--- src/rtl/vespa_int_pkg.sv ---
// Shared definitions for the VeSPA interrupt controller: register map,
// controller states and STATUS register field layout.
package vespa_int_pkg;

    localparam logic [2:0] REG_ENABLE  = 3'd0;
    localparam logic [2:0] REG_MODE    = 3'd1;
    localparam logic [2:0] REG_PRIO    = 3'd2;
    localparam logic [2:0] REG_PENDING = 3'd3;
    localparam logic [2:0] REG_STATUS  = 3'd4;

    typedef enum logic {
        ST_IDLE = 1'b0,
        ST_REQ  = 1'b1
    } intState_t;

    // STATUS = {depth, active channel, current priority, stack error}
    localparam int unsigned STAT_ERR_LSB  = 0;
    localparam int unsigned STAT_PRIO_LSB = 1;

    function automatic int unsigned statChLsb(input int unsigned prioW);
        return STAT_PRIO_LSB + prioW;
    endfunction

    function automatic int unsigned statDepthLsb(input int unsigned prioW, input int unsigned chW);
        return STAT_PRIO_LSB + prioW + chW;
    endfunction

endpackage

--- src/rtl/vespa_int_ctrl_arbiter.sv ---
// Combinational max-priority select over N_CH requests; ties resolve to the
// lowest channel index.
module int_priority_arbiter #(
    parameter int unsigned N_CH   = 4,
    parameter int unsigned PRIO_W = 2,
    localparam int unsigned CH_W  = $clog2(N_CH)
) (
    input  logic [N_CH-1:0]        req,
    input  logic [N_CH*PRIO_W-1:0] prio,
    output logic                   valid,
    output logic [CH_W-1:0]        idx,
    output logic [PRIO_W-1:0]      winPrio
);

    always_comb begin
        valid   = 1'b0;
        idx     = '0;
        winPrio = '0;
        // Ascending scan with strict compare keeps the lowest index on ties
        for (int unsigned i = 0; i < N_CH; i++) begin
            if (req[i] && (!valid || prio[i*PRIO_W +: PRIO_W] > winPrio)) begin
                valid   = 1'b1;
                idx     = CH_W'(i);
                winPrio = prio[i*PRIO_W +: PRIO_W];
            end
        end
    end

endmodule

--- src/rtl/vespa_int_ctrl.sv ---
// VeSPA interrupt controller: synchronised inputs, per-channel enable/mode/
// priority, nested preemption stack and CPU request/ack handshake.
module vespa_int_ctrl
    import vespa_int_pkg::*;
#(
    parameter int unsigned       N_CH       = 4,
    parameter int unsigned       PRIO_W     = 2,
    parameter int unsigned       NEST_DEPTH = 4,
    parameter int unsigned       DATA_W     = 32,
    parameter logic [DATA_W-1:0] VEC_BASE   = DATA_W'(32'h0000_0100),
    parameter int unsigned       VEC_STRIDE = 4,
    localparam int unsigned      CH_W       = $clog2(N_CH)
) (
    input  logic              i_Clk,
    input  logic              i_Rst,
    input  logic [N_CH-1:0]   i_Irq,
    input  logic              i_CfgWe,
    input  logic              i_CfgRe,
    input  logic [2:0]        i_CfgAddr,
    input  logic [DATA_W-1:0] i_CfgWData,
    output logic [DATA_W-1:0] o_CfgRData,
    output logic              o_IntRequest,
    output logic [CH_W-1:0]   o_IntNumber,
    output logic              o_IntPending,
    output logic [DATA_W-1:0] o_IntAddress,
    input  logic              i_IntAckAttended,
    input  logic              i_IntAckComplete,
    output logic              o_StackErr
);

    localparam int unsigned DEP_W  = $clog2(NEST_DEPTH + 1);
    localparam int unsigned ST_CH  = statChLsb(PRIO_W);
    localparam int unsigned ST_DEP = statDepthLsb(PRIO_W, CH_W);

    logic [N_CH-1:0]        sync1, sync2, irqQ, irqPrev;
    logic [N_CH-1:0]        pending, enableR, modeR, clrMask, cand;
    logic [N_CH*PRIO_W-1:0] prioR;
    intState_t              state, stateNext;
    logic                   load, push, popValid, eligible, stackErr;
    logic                   winValid;
    logic [CH_W-1:0]        winCh, reqCh, topCh;
    logic [PRIO_W-1:0]      winPrio, reqPrio, topPrio;
    logic [CH_W-1:0]        stackCh   [NEST_DEPTH];
    logic [PRIO_W-1:0]      stackPrio [NEST_DEPTH];
    logic [DEP_W-1:0]       depth, depthPop;
    logic [DATA_W-1:0]      rdNext;
    logic                   unusedWData;

    assign unusedWData = ^i_CfgWData[DATA_W-1:N_CH*PRIO_W];

    // Two synchroniser flops, then one registered stage used for edge detect
    always_ff @(posedge i_Clk) begin
        if (i_Rst) begin
            sync1   <= '0;
            sync2   <= '0;
            irqQ    <= '0;
            irqPrev <= '0;
        end else begin
            sync1   <= i_Irq;
            sync2   <= sync1;
            irqQ    <= sync2;
            irqPrev <= irqQ;
        end
    end

    always_ff @(posedge i_Clk) begin
        if (i_Rst) begin
            enableR <= '0;
            modeR   <= '0;
            prioR   <= '0;
        end else if (i_CfgWe) begin
            case (i_CfgAddr)
                REG_ENABLE: enableR <= i_CfgWData[N_CH-1:0];
                REG_MODE:   modeR   <= i_CfgWData[N_CH-1:0];
                REG_PRIO:   prioR   <= i_CfgWData[N_CH*PRIO_W-1:0];
                default:    ;
            endcase
        end
    end

    always_comb begin
        clrMask = '0;
        if (i_CfgWe && i_CfgAddr == REG_PENDING)
            clrMask = i_CfgWData[N_CH-1:0];
        if (push)
            clrMask[reqCh] = 1'b1;
        clrMask = clrMask & modeR;
    end

    // Edge channels: a fresh rise overrides any clear in the same cycle
    always_ff @(posedge i_Clk) begin
        if (i_Rst)
            pending <= '0;
        else
            pending <= (modeR & ((irqQ & ~irqPrev) | (pending & ~clrMask))) | (~modeR & irqQ);
    end

    assign cand = pending & enableR;

    int_priority_arbiter #(
        .N_CH   (N_CH),
        .PRIO_W (PRIO_W)
    ) u_arb (
        .req     (cand),
        .prio    (prioR),
        .valid   (winValid),
        .idx     (winCh),
        .winPrio (winPrio)
    );

    always_comb begin
        topCh   = '0;
        topPrio = '0;
        for (int unsigned i = 0; i < NEST_DEPTH; i++) begin
            if (depth == DEP_W'(i + 1)) begin
                topCh   = stackCh[i];
                topPrio = stackPrio[i];
            end
        end
    end

    assign eligible = winValid && (depth == '0 ||
                      (winPrio > topPrio && depth < DEP_W'(NEST_DEPTH)));
    assign push     = (state == ST_REQ) && i_IntAckAttended;
    assign popValid = i_IntAckComplete && depth != '0;
    assign depthPop = popValid ? depth - 1'b1 : depth;

    always_comb begin
        stateNext = state;
        load      = 1'b0;
        case (state)
            ST_IDLE: if (eligible) begin
                stateNext = ST_REQ;
                load      = 1'b1;
            end
            ST_REQ:  if (i_IntAckAttended) stateNext = ST_IDLE;
            default: stateNext = ST_IDLE;
        endcase
    end

    always_ff @(posedge i_Clk) begin
        if (i_Rst) state <= ST_IDLE;
        else       state <= stateNext;
    end

    always_ff @(posedge i_Clk) begin
        if (i_Rst) begin
            reqCh        <= '0;
            reqPrio      <= '0;
            o_IntAddress <= '0;
        end else if (load) begin
            reqCh        <= winCh;
            reqPrio      <= winPrio;
            o_IntAddress <= VEC_BASE + DATA_W'(winCh) * DATA_W'(VEC_STRIDE);
        end
    end

    // Pop is applied before push so a same-cycle complete+attend replaces the top
    always_ff @(posedge i_Clk) begin
        if (i_Rst) begin
            depth    <= '0;
            stackErr <= 1'b0;
            for (int unsigned i = 0; i < NEST_DEPTH; i++) begin
                stackCh[i]   <= '0;
                stackPrio[i] <= '0;
            end
        end else begin
            if (push && depthPop < DEP_W'(NEST_DEPTH)) begin
                for (int unsigned i = 0; i < NEST_DEPTH; i++) begin
                    if (depthPop == DEP_W'(i)) begin
                        stackCh[i]   <= reqCh;
                        stackPrio[i] <= reqPrio;
                    end
                end
                depth <= depthPop + 1'b1;
            end else begin
                depth <= depthPop;
            end
            if (i_IntAckComplete && depth == '0)
                stackErr <= 1'b1;
            else if (i_CfgWe && i_CfgAddr == REG_STATUS)
                stackErr <= 1'b0;
        end
    end

    always_comb begin
        rdNext = '0;
        case (i_CfgAddr)
            REG_ENABLE:  rdNext[N_CH-1:0]        = enableR;
            REG_MODE:    rdNext[N_CH-1:0]        = modeR;
            REG_PRIO:    rdNext[N_CH*PRIO_W-1:0] = prioR;
            REG_PENDING: rdNext[N_CH-1:0]        = pending;
            REG_STATUS: begin
                rdNext[STAT_ERR_LSB]            = stackErr;
                rdNext[STAT_PRIO_LSB +: PRIO_W] = topPrio;
                rdNext[ST_CH +: CH_W]           = topCh;
                rdNext[ST_DEP +: DEP_W]         = depth;
            end
            default: ;
        endcase
    end

    always_ff @(posedge i_Clk) begin
        if (i_Rst)        o_CfgRData <= '0;
        else if (i_CfgRe) o_CfgRData <= rdNext;
    end

    assign o_IntRequest = (state == ST_REQ);
    assign o_IntPending = (state == ST_REQ);
    assign o_IntNumber  = reqCh;
    assign o_StackErr   = stackErr;

endmodule

--- config.mk ---
export PLATFORM = sky130hd
export DESIGN_NAME = vespa_int_ctrl
export DESIGN_NICKNAME = d
export VERILOG_FILES = /design/src/rtl/vespa_int_pkg.sv /design/src/rtl/vespa_int_ctrl_arbiter.sv /design/src/rtl/vespa_int_ctrl.sv
export SDC_FILE = /design/constraint.sdc
export NUM_CORES = 1
export LEC_CHECK = 0
export CELL_PAD_IN_SITES_DETAIL_PLACEMENT = 1
export CELL_PAD_IN_SITES_GLOBAL_PLACEMENT = 2
export CORE_MARGIN = 4
export CORE_UTILIZATION = 30
export CTS_CLUSTER_DIAMETER = 100
export DETAILED_ROUTE_END_ITERATION = 8
export PLACE_DENSITY_LB_ADDON = 0.15
export RECOVER_POWER = 25
export SYNTH_ARGS = -nofsm -noshare
export SYNTH_HDL_FRONTEND = slang
export SYNTH_SLANG_ARGS = --single-unit
export TNS_END_PERCENT = 30
--- constraint.sdc ---
create_clock -name i_Clk -period 11.75 [get_ports i_Clk]
set_input_delay 2.35 -clock i_Clk [delete_from_list [all_inputs] [get_ports i_Clk]]
set_output_delay 2.35 -clock i_Clk [all_outputs]
set_load 0.01 [all_outputs]
After elaboration in Yosys (flattened, before gate mapping)
Memories as Yosys holds them, arrays and structs flattened.
Cells that the tools add are included.
W data, S select, Z words.
Operators by class
  equality and inequality tests: 11
  reductions and logical operators: 27
  bitwise operators: 21
  $lt $le $gt $ge: 8
  muxes and demuxes: 59
  add/sub/neg operators: 3
Operators by type and width (count)
  $mux W2: 22
  $mux W1: 29
  $and A4 B4 Y4: 6
  $pmux W4 S5: 1
  $eq A3 B2 Y1 const B: 6
  $logic_and A1 B1 Y1: 12
  $not A4 Y4: 3
  $or A4 B4 Y4: 3
  $add A9 B4 Y10 const A: 1
  $eq A3 B1 Y1 const B: 3
  $logic_not A3 Y1: 3
  $gt A2 B2 Y1: 4
  $mux W4: 2
  $or A1 B1 Y1: 8
  $pmux W4 S2: 1
  $eq A3 B3 Y1 const B: 2
  $lt A3 B3 Y1 const B: 2
  $mux W3: 2
  $reduce_and A2 Y1: 3
  $logic_or A1 B1 Y1: 4
  $add A3 B1 Y3 const B: 1
  $logic_not A1 Y1: 3
  $lt A2 B3 Y1 const B: 1
  $reduce_bool A3 Y1: 1
  6 further kinds: 6
Word-level totals
  bits of input ports: 45
  register bits after elaboration: 85
  memories: 2
  output and inout port bits: 69
  memory bits (writable): 16
Memories
  stackCh: words 4, width 2, rd ports 4, clocked after memory_dff 0, write ports 4, line vespa_int_ctrl.sv:43  | logic [CH_W-1:0] stackCh [NEST_DEPTH];
  stackPrio: words 4, width 2, rd ports 4, clocked after memory_dff 0, write ports 4, line vespa_int_ctrl.sv:44  | logic [PRIO_W-1:0] stackPrio [NEST_DEPTH];

Depth between registers and ports, before layout
Gate-level depths: netlist (run 1).
  depth after elaboration: 20
  gate-level depth with buffers: 23

By module
A second synthesis (run 1) with hierarchy kept.
Second synthesis, totals
  cell total of the unflattened synthesis: 417
  area, all modules: 3986.3 sq um
Modules (own cells, without submodules)
  vespa_int_ctrl: cells each 379, times used 1, area each 3711.1 sq um
  int_priority_arbiter: cells each 38, times used 1, area each 275.3 sq um

Worst setup path before layout (run 1)
No wires, ideal clock.
  kind: reg2reg
  start point: register pending[0]
  end point: register reqPrio[0]
  required time: 11631 ps
  cell stages (with the launch flop): 23
  setup time: 119 ps
  arrival time: 4347 ps
  path buffers: 0
  path slack: 7284 ps
  path through: dfxtp_1 > nand3_1 > ha_1 > nor2b_1 > o2111a_1 > o21ai_0 > and2_1 > ha_1 > nor2b_1 > o21ai_1 > a211oi_1 > a21o_1 > ha_1 > nor2b_1 > o21ai_0 > a21oi_2 > a311o_1 > nand2_1 > ha_1 > nor2b_1 > a2bb2oi_1 > o21a_2 > o221a_1
Between the ends
  longest elaborated chain between the ends: 20
  elaborated cells on any way between the ends: 27
  classes of those cells: order compare (4); mux (10); bitwise (1); reduce/logical (12)
Ends and longest elaborated chain
  start: declaration: line vespa_int_ctrl.sv:36  | logic [N_CH-1:0] pending, enableR, modeR, clrMask, cand;
  start signal: assignment: line vespa_int_ctrl.sv:95  | pending <= (modeR & ((irqQ & ~irqPrev) | (pending & ~clrMask))) | (~modeR & irqQ);
  $and A4 B4 Y4 (*): line vespa_int_ctrl.sv:98  | assign cand = pending & enableR;
  $mux W2 / $mux W1 (equally long branches): line vespa_int_ctrl_arbiter.sv:21  | if (req[i] && (!valid || prio[i*PRIO_W +: PRIO_W] > winPrio)) begin
  $gt A2 B2 Y1 / $logic_not A1 Y1 (equally long branches): line vespa_int_ctrl_arbiter.sv:21
  $logic_or A1 B1 Y1: line vespa_int_ctrl_arbiter.sv:21
  $logic_and A1 B1 Y1: line vespa_int_ctrl_arbiter.sv:21
  $mux W2 / $mux W1 (equally long branches): line vespa_int_ctrl_arbiter.sv:21
  $gt A2 B2 Y1 / $logic_not A1 Y1 (equally long branches): line vespa_int_ctrl_arbiter.sv:21
  $logic_or A1 B1 Y1: line vespa_int_ctrl_arbiter.sv:21
  (+5 left out)
  $mux W2 (*): line vespa_int_ctrl_arbiter.sv:21
  via u_arb.winPrio[1]: line vespa_int_ctrl_arbiter.sv:12  | output logic [PRIO_W-1:0] winPrio
  $gt A2 B2 Y1 (*): line vespa_int_ctrl.sv:123  | (winPrio > topPrio && depth < DEP_W'(NEST_DEPTH)));
  $logic_and A1 B1 Y1 (*): line vespa_int_ctrl.sv:123
  $logic_or A1 B1 Y1 (*): line vespa_int_ctrl.sv:122  | assign eligible = winValid && (depth == '0 ||
  $logic_and A1 B1 Y1 (*): line vespa_int_ctrl.sv:122
  $mux W1 (*): line vespa_int_ctrl.sv:132  | ST_IDLE: if (eligible) begin
  $mux W1 (*): line vespa_int_ctrl.sv:131  | case (state)
  end signal: assignment: line vespa_int_ctrl.sv:153  | reqPrio <= winPrio;
  end: declaration: line vespa_int_ctrl.sv:42  | logic [PRIO_W-1:0] winPrio, reqPrio, topPrio;
The timed path passes the listed nets; every way through them passes the cells marked *.
A chain may end at the register's enable or synchronous reset.

==> flow_summary.ini, run 1 <==
[die]
start_util_pct = 30.6
die_w_um = 122
rows = 41
io_pins = 114
die_height_um = 122
die_area_um2 = 14800
fp.coreArea_um2 = 12600

[global_route]
grt_max_degree = 53
use_met2_pct = 22.6
grt_pass1_vias = 2817
use_met1_pct = 17.7
grtUsageTotal_pct = 13.9
grt_overflow = 0
antenna_found_initial = 0
grt_use_met3_pct = 2.98
grt_pass1_wl_um = 15400
busiest_layer = met2

[power]
swShare_pct = 31.0
power_frac_seq_pct = 37.3
p_per_area_nw_per_um2 = 165
p_comb_share_pct = 23.1
power_mw = 0.734
p_clk_share_pct = 39.6
leakage_nw = 1.84
p_sw_mw = 0.228
ir_drop_mv = 0.0609
p_int_mw = 0.506

[logic_synthesis]
synth_area_per_cell_um2 = 9.34
synth-seq-cells = 70
ys_types = 62
synth_edf_count = 16
synth_area_leaders = dfxtp_1, edfxtp_1, buf_4
syn_inst = 414
synth.top_cell.area_share_pct = 28.0
syn_area_um2 = 3860
async_flop_share_pct = 0
synthMostInstantiatedCell = buf_4
synthFlopType = dfxtp_1
yosysWarnings = 0
netlist.top_cell.by_area = dfxtp_1
synthTopCellsByCount = buf_4, dfxtp_1, nor2_1, nand2_1, nor2b_1
synth.yosys.seq_area_share_pct = 40.4

[finish]
syn_to_final_growth_pct = 15.0
final_nets = 505
drive_gt1_share_pct = 8.05
area.sequential_um2 = 1560
multi_input_area_um2 = 1940
final_util_pct = 35.2
num_antenna_cells = 0
fillers = 1494

[detailed_routing]
wirelength_um = 9830
drc_errors = 0
vias_per_cell = 4.54
vias = 2811
wire_per_inst_um = 15.9
drt_iter0_drc = 121
ant_nets = 0
first_pass_iters = 4

[clocking]
clk_pin_slew_ns = 0.06
cts_htree_levels = 3
numCtsBuffers = 9
clockBufferDepth = 2
insertion_delay_ns = 0.34
clock_sinks = 70
cts_root_buf = clkbuf_16
post_cts_buffers = 0
cts_tree = done
hold_buffers = 0
cts_resized = 0

[worst_hold_path]
worst_hold_path_type = reg -> reg

[sta]
drv_slew = 53
max_slew_margin_pct = -67.0
tightest_slew_ns = 2.51
rsz0062_at_grt = no
hold_viol_final = 0
final.period_utilization_pct = 48.6
setup_viol = 0
fmax_mhz = 175
setup_tns_ns = 0
whs_ns = 0.436
skew_ns = 0.00695
min_period_ns = 5.71

[run_status]
status = finished, violations left
violations = max-capacitance violations, max-slew violations

[worst_setup_path]
cp.required_ns = 11.98
crit_type = in -> reg
critPathMaxFanout = 52
cp-end-kind = register
cp_data_arrival_time_ns = 5.94
start_kind = primary input

[place]
io_buffers = 36
gp_congestion = 0.769
detailed_place_hpwl_um = 7390

[job]
drv_cap = 1
state kept, by name (all words and copies together), names as in the netlist:
register / count
o_StackErr: 1
stackPrio: 8
stackCh: 8
pending: 4
prioR: 8
sync1: 4
o_IntPending: 1
o_IntAddress: 2
sync2: 4
o_IntNumber: 1
irqQ: 4
reqPrio: 2
irqPrev: 4
enableR: 4
depth: 3
o_CfgRData: 8
modeR: 4
stage by stage:
step / instance area (um^2) / cells / setup WS [ns]
final: 4440 / 619 / 6.04
after global routing: 4440 / 619 / 5.57
after CTS: 4450 / 619 / 6.60
after detailed placement: 4130 / 603 / 6.64
after global placement: 4130 / 603 / 6.71
after floorplan: 4060 / 466 / 7.28
power by group through the flow:
| stage | clock [mW] | sequential (mW) | combinational (mW) |
|---|---|---|---|
| global route | 0.308 | 0.276 | 0.192 |
| CTS | 0.298 | 0.275 | 0.173 |
| global placement | 0 | 0.279 | 0.167 |
| floorplan | 0 | 0.271 | 0.137 |
| finish | 0.290 | 0.274 | 0.169 |
| detailed placement | 0 | 0.280 | 0.172 |
final timing paths:
path | startpoint | to | slack [ns] | cells after the start
worst max register to register | enableR[0] | reqPrio[0] | 6.63 | 23
worst max-delay path | i_Rst | pending[3] | 6.04 | 5
worst min register to register | sync2[2] | irqQ[2] | 0.44 | 1
worst min-delay path | sync2[2] | irqQ[2] | 0.44 | 1
cell usage in the layout (no fill, tap or decap), types with 3 or more instances in the layout:
cell and count:
dfxtp_1 54, conb_1 53, nor2_1 40, nand2_1 35, nor2b_1 27, clkdlybuf4s50_1 27, and3_1 20, ha_1 18
mux2i_1 16, edfxtp_1 16, inv_1 14, a21oi_1 11, clkbuf_16 9, dlygate4sd3_1 8, nand3_1 6, a22oi_1 6
a211oi_1 6, nor3_1 6, o21ai_1 5, a221oi_1 4, o21ai_0 3, a31oi_1 3, and2_1 3, o31ai_1 3
a21o_1 3, mux4_2 3
cells by family after synthesis:
logic type	count (synthesis)	share of synthesized area, %
AO/OA/AOI/OAI	65	12.6
XOR/XNOR	2	0.453
adder cells (fa/ha/maj)	18	5.83
buffers and inverters	87	14.5
flip-flops	70	40.4
multiplexers	21	6.54
other	1	0.0970
AND/OR/NAND/NOR	150	19.6
worst max-delay path: stages:
cell	delay [ns]
buf_2	0.07
clkbuf_1	1.76
clkinv_1	1.01
and3_1	0.47
a32o_1	0.24
per-layer routing:
layer / wire length (um) / up-vias
li1: - / 1393
met1: 4410 / 1346
met2: 4840 / 59
met3: 405 / 13
met4: 170 / 0
met5: 0 / -
layout make-up:
class | count | area share, %
clock buffers | 10 | 5.15
repair buffers | 37 | 8.08
well taps | 172 | 4.84
flip-flops and latches | 70 | 35.1
inverters | 15 | 1.27
multi-input cells | 309 | 43.6
clock inverters | 6 | 1.91
Power figures use the tool's default switching activity.
==> inputs of run 2 (changes only) <==
Settings changed: CORE_UTILIZATION 30 to 28.
Clock period 11.75 ns to 5.67 ns, I/O delays scaled along.
==> run 2 against run 1 <==
- the run now ends clean
- clock skew hardly changed
- die area is 6.7% higher
- cell area is 0.59% higher
- via count is 0.32% higher
- register-to-register slack worse by 6.1 ns
- cell count is 0.81% higher
- non-clock buffer count is 1 higher
- total power is 110% higher
- global-route usage is 0.71 points lower
- clock power is 110% higher
- critical path type is now reg -> reg
==> flow_summary.ini, run 2 (synthesized netlist as in run 1, its figures left out) <==
[detailed_routing]
ant_nets = 0
first_pass_iters = 4
drt_iter0_drc = 87
wire_per_inst_um = 16.3
wirelength_um = 10200
vias_per_cell = 4.52
vias = 2820
drc_errors = 0

[sta]
setup_viol = 0
drv_slew = 0
fmax_mhz = 195
final.period_utilization_pct = 90.3
tightest_slew_ns = 0.610
setup_tns_ns = 0
hold_viol_final = 0
skew_ns = 0.00667
min_period_ns = 5.12
rsz0062_at_grt = no
max_slew_margin_pct = 59.3

[power]
p_comb_share_pct = 23.0
p_sw_mw = 0.468
p_per_area_nw_per_um2 = 340
swShare_pct = 30.8
ir_drop_mv = 0.129
power_frac_seq_pct = 37.4
leakage_nw = 1.85
p_clk_share_pct = 39.6
p_int_mw = 1.05

[clocking]
cts_htree_levels = 3
cts_tree = done
clk_pin_slew_ns = 0.06
hold_buffers = 0
clock_sinks = 70
numCtsBuffers = 9
insertion_delay_ns = 0.34
clockBufferDepth = 2
cts_root_buf = clkbuf_16

[worst_setup_path]
cp-end-kind = register
reg2reg_depth = 24
crit_type = reg -> reg
reg2reg_from = enableR[0]
cp_data_arrival_time_ns = 5.35
critPathMaxFanout = 7
worst_r2r_endpoint = reqPrio[0]
start_kind = register
r2r_slack_ns = 0.55
cp.required_ns = 5.90

[global_route]
antenna_found_initial = 0
grt_max_degree = 53
grtUsageTotal_pct = 13.1
grt_overflow = 0
grt_pass1_vias = 2828
grt_pass1_wl_um = 15900

[finish]
syn_to_final_growth_pct = 15.7
fin_cells = 624
final_cell_mix = dfxtp_1, conb_1, nor2_1
multi_input_area_um2 = 1950
layout.cells.most_common = dfxtp_1
drive_gt1_share_pct = 8.71
fillers = 1552
area.sequential_um2 = 1560
final_nets = 506
num_antenna_cells = 0

[worst_hold_path]
holdPathStages = 1
worst_hold_path_type = reg -> reg
hold_end = sync2[3]
worstHoldStart = sync1[3]

[die]
fp.coreArea_um2 = 13400
start_util_pct = 28.8
die_w_um = 125
die_height_um = 125
io_pins = 114
die_area_um2 = 15700
rows = 42

[place]
gp_congestion = 0.760
detailed_place_hpwl_um = 7670
dpl.cell_count = 607
io_buffers = 36

[job]
drv_cap = 0

[run_status]
status = finished, final reports clean
run 2: cell types whose count changed in the layout (fill, tap and decap cells not counted):
| cell | change |
|---|---|
| a311oi_1 | -1 |
| a311oi_2 | +1 |
| buf_4 | +2 |
| clkdlybuf4s50_1 | -1 |
| clkinv_2 | -2 |
| dlygate4sd3_1 | +1 |
| inv_4 | +1 |
| o21ai_1 | -1 |
| o21ai_2 | +1 |
run 2: final cells by class:
cell class,instances,area share [%]
inverter,15,1.26
clock inverter,5,1.82
timing repair buffer,38,8.28
clock buffer,11,5.21
multi-input combinational,309,43.6
tap,176,4.93
sequential,70,34.9
run 2: worst max path at each step:
stage,cells past startpoint,to,from,slack (ns)
2_1_floorplan,22,reqPrio[0],pending[0],1.20
3_3_place_gp,23,reqPrio[0],pending[0],0.54
3_5_place_dp,23,reqPrio[0],enableR[0],0.44
4_1_cts,23,reqPrio[0],enableR[0],0.40
5_1_grt,24,reqPrio[0],enableR[0],0.05
6_report,24,reqPrio[0],enableR[0],0.55
run 2: power groups by stage:
| stage | clock network, mW | registers [mW] | logic, mW |
|---|---|---|---|
| after floorplan | 0 | 0.563 | 0.284 |
| after global placement | 0 | 0.579 | 0.346 |
| after detailed placement | 0 | 0.580 | 0.354 |
| after CTS | 0.621 | 0.569 | 0.357 |
| after global routing | 0.651 | 0.572 | 0.390 |
| final | 0.602 | 0.568 | 0.349 |
run 2: routing by layer:
layer | part of all wire, % | wire, um | global-route usage (%) | vias to the layer above
met4 | 2.3 | 236 | 5.55 | 0
met1 | 44 | 4510 | 16.4 | 1365
met5 | 0 | 0 | 0 | -
met3 | 3.3 | 337 | 3.33 | 14
li1 | - | - | - | 1387
met2 | 50 | 5080 | 21.6 | 54
run 2: what timing repair did:
action,CTS,global route
setup endpoints to repair,0,4
gates resized for setup,0,2
setup buffers,0,1
run 2: metrics by stage:
step           setup slack [ns]  hold WS [ns]  util, %  power, mW  instance area (um^2)
6_report                  0.549         0.438     33.4       1.52                  4470
5_1_grt                  0.0518         0.456     33.4       1.61                  4470
4_1_cts                   0.396         0.440     33.2       1.55                  4450
3_5_place_dp              0.437         0.427     30.9      0.934                  4140
3_3_place_gp              0.543         0.416     30.9      0.926                  4140
2_1_floorplan              1.20         0.414        -      0.847                  4060
run 2: critical path, cell delays in order, from the launching register on:
cell and delay [ns]:
dfxtp_1 0.47, nand3_1 0.14, ha_1 0.31, nor2b_1 0.15, o2111a_1 0.25, o21ai_0 0.23, and2_1 0.19, ha_1 0.24
nor2b_1 0.14, o21ai_2 0.20, a211oi_1 0.14, a21o_1 0.17, ha_1 0.28, nor2b_1 0.13, o21ai_0 0.24, a21oi_2 0.10
buf_4 0.17, a311oi_2 0.24, a21oi_1 0.09, ha_1 0.19, nor2b_1 0.12, a2bb2oi_1 0.30, o21ai_2 0.12, a21o_1 0.18
o221a_1 0.21
==> inputs of run 3 (changes only) <==
Settings changed: CELL_PAD_IN_SITES_DETAIL_PLACEMENT 1 to default, CELL_PAD_IN_SITES_GLOBAL_PLACEMENT 2 to default, CORE_UTILIZATION 28 to 48, SLEW_MARGIN from default to 20.
==> run 3 against run 2 <==
- the run now ends with max-capacitance violations, max-slew violations left
- worst setup slack improved by 0.047 ns
- count of clock-buffer cells in the layout did not move
- worst hold slack improved by 0.0010 ns
- sequential power fell by 0.7%
- total power fell by 16%
- clock skew rose by 0.0029 ns
- via count fell by 0.74%
- combinational power fell by 5%
- highest routed layer unchanged
- core utilization rose by 21 points
- sequential share of layout area rose by 2.1 points
==> flow_summary.ini, run 3 (synthesized netlist as in run 1, its figures left out) <==
[clocking]
post_cts_buffers = 0
cts_root_buf = clkbuf_8
cts_htree_levels = 3
cts_resized = 0
hold_buffers = 0
cts_tree = done
clk_pin_slew_ns = 0.07
numCtsBuffers = 9
clockBufferDepth = 2
insertion_delay_ns = 0.35
clock_sinks = 70

[finish]
num_antenna_cells = 0
final_cell_mix = dfxtp_1, conb_1, nor2_1
syn_to_final_growth_pct = 9.03
drive_gt1_share_pct = 7.42
stdcell_area_um2 = 4210
final_nets = 505
layout.cells.most_common = dfxtp_1
fillers = 728

[sta]
min_period_ns = 5.07
rsz0062_at_grt = no
skew_ns = 0.00958
hold_viol_final = 0
drv_slew = 53
whs_ns = 0.439
setup_ws_ns = 0.596
setup_viol = 0
final.period_utilization_pct = 89.5
tightest_slew_ns = 2.29
max_slew_margin_pct = -52.4
setup_tns_ns = 0
fmax_mhz = 197

[worst_setup_path]
cp_data_arrival_time_ns = 5.20
critPathMaxFanout = 7
crit_end = o_IntAddress[3]
start_kind = register
reg2reg_from = enableR[0]
worst_r2r_endpoint = o_IntAddress[3]
crit_start = enableR[0]
r2r_slack_ns = 0.60
cp.required_ns = 5.79
cp-end-kind = register
reg2reg_depth = 23
crit_type = reg -> reg

[power]
p_per_area_nw_per_um2 = 301
ir_drop_mv = 0.154
leakage_nw = 1.77
power_mw = 1.27

[detailed_routing]
vias_per_cell = 5.12
ant_nets = 0
wire_per_inst_um = 15.0
wirelength_um = 8220
first_pass_iters = 4
vias = 2799
drc_errors = 0
drt_iter0_drc = 114

[job]
drv_cap = 1

[global_route]
grt_pass1_vias = 2601
grt_max_degree = 53
grtUsageTotal_pct = 17.4
antenna_found_initial = 0
grt_overflow = 0
grt_pass1_wl_um = 13200

[die]
io_pins = 114
start_util_pct = 49.8
fp.coreArea_um2 = 7770
die_height_um = 97.7
rows = 32
die_area_um2 = 9550
die_w_um = 97.7

[run_status]
status = finished, violations left
violations = max-capacitance violations, max-slew violations

[worst_hold_path]
worst_hold_path_type = reg -> reg
holdPathStages = 1

[place]
gp_congestion = 0.848
post_dp_cell_area_um2 = 4050
io_buffers = 36
dpl_worst_slack_ns = 0.686
detailed_place_hpwl_um = 6180
run 3: changes by cell type in the layout (fill, tap and decap cells not counted), sizes merged:
| cell | change |
|---|---|
| dlygate4sd3 | -2 |
| bufinv | -1 |
| clkdlybuf4s50 | +2 |
| clkinv | +1 |
| inv | -2 |
| clkbuf | +1 |
| buf | -2 |
run 3: report_power, final:
| group | total, mW | internal, mW | leakage [nW] | switching (mW) |
|---|---|---|---|---|
| registers | 0.564 | 0.534 | 0.604 | 0.0301 |
| logic | 0.332 | 0.128 | 1.08 | 0.204 |
| clock network | 0.374 | 0.197 | 0.0890 | 0.177 |
| total | 1.27 | 0.859 | 1.77 | 0.411 |
run 3: how the worst min path moves through the flow:
| stage | start | endpoint | slack [ns] |
|---|---|---|---|
| final | sync1[2] | sync2[2] | 0.44 |
| after global routing | sync2[3] | irqQ[3] | 0.45 |
| after CTS | sync2[3] | irqQ[3] | 0.44 |
| after detailed placement | sync1[3] | sync2[3] | 0.43 |
| after global placement | sync1[2] | sync2[2] | 0.42 |
| after floorplan | sync2[0] | irqQ[0] | 0.41 |
run 3: per-layer routing:
| metal | track usage, % | vias to the layer above | routed length, um | part of all wire, % |
|---|---|---|---|---|
| met1 | 21.3 | 1328 | 3450 | 42 |
| met3 | 4.57 | 8 | 483 | 5.9 |
| met4 | 5.43 | 0 | 92 | 1.1 |
| li1 | - | 1382 | - | - |
| met5 | 0 | - | 0 | 0 |
| met2 | 30.1 | 81 | 4200 | 51 |
run 3: stage by stage:
| step | cells | utilization [%] |
|---|---|---|
| global placement | 533 | 52.1 |
| global route | 547 | 54.3 |
| finish | 547 | 54.3 |
| detailed placement | 533 | 52.1 |
| CTS | 547 | 54.3 |
| floorplan | 466 | - |
run 3: area by class of cell:
type	count	area [um^2]	share of cell area, %
clock buffers	11	131	3.12
clock inverters	3	40.0	0.950
inverters	15	56.3	1.34
multi-input cells	309	1940	46.0
flip-flops and latches	70	1560	37.1
well taps	102	128	3.03
repair buffers	37	359	8.52
run 3: critical path, cell delays in order, from the launching register on:
cell and delay, ns:
dfxtp_1 0.44, nand3_1 0.14, ha_1 0.30, nor2b_1 0.15, o2111a_1 0.25, o21ai_0 0.24
and2_1 0.20, ha_1 0.24, nor2b_1 0.13, o21ai_1 0.24, a211oi_1 0.14, a21o_1 0.17
ha_1 0.28, nor2b_1 0.13, o21ai_0 0.24, a21oi_2 0.16, a311o_1 0.37, nand2_1 0.09
ha_1 0.24, nor2b_1 0.14, a2bb2oi_1 0.14, o21a_2 0.24, nor2_1 0.09, nor3_1 0.06
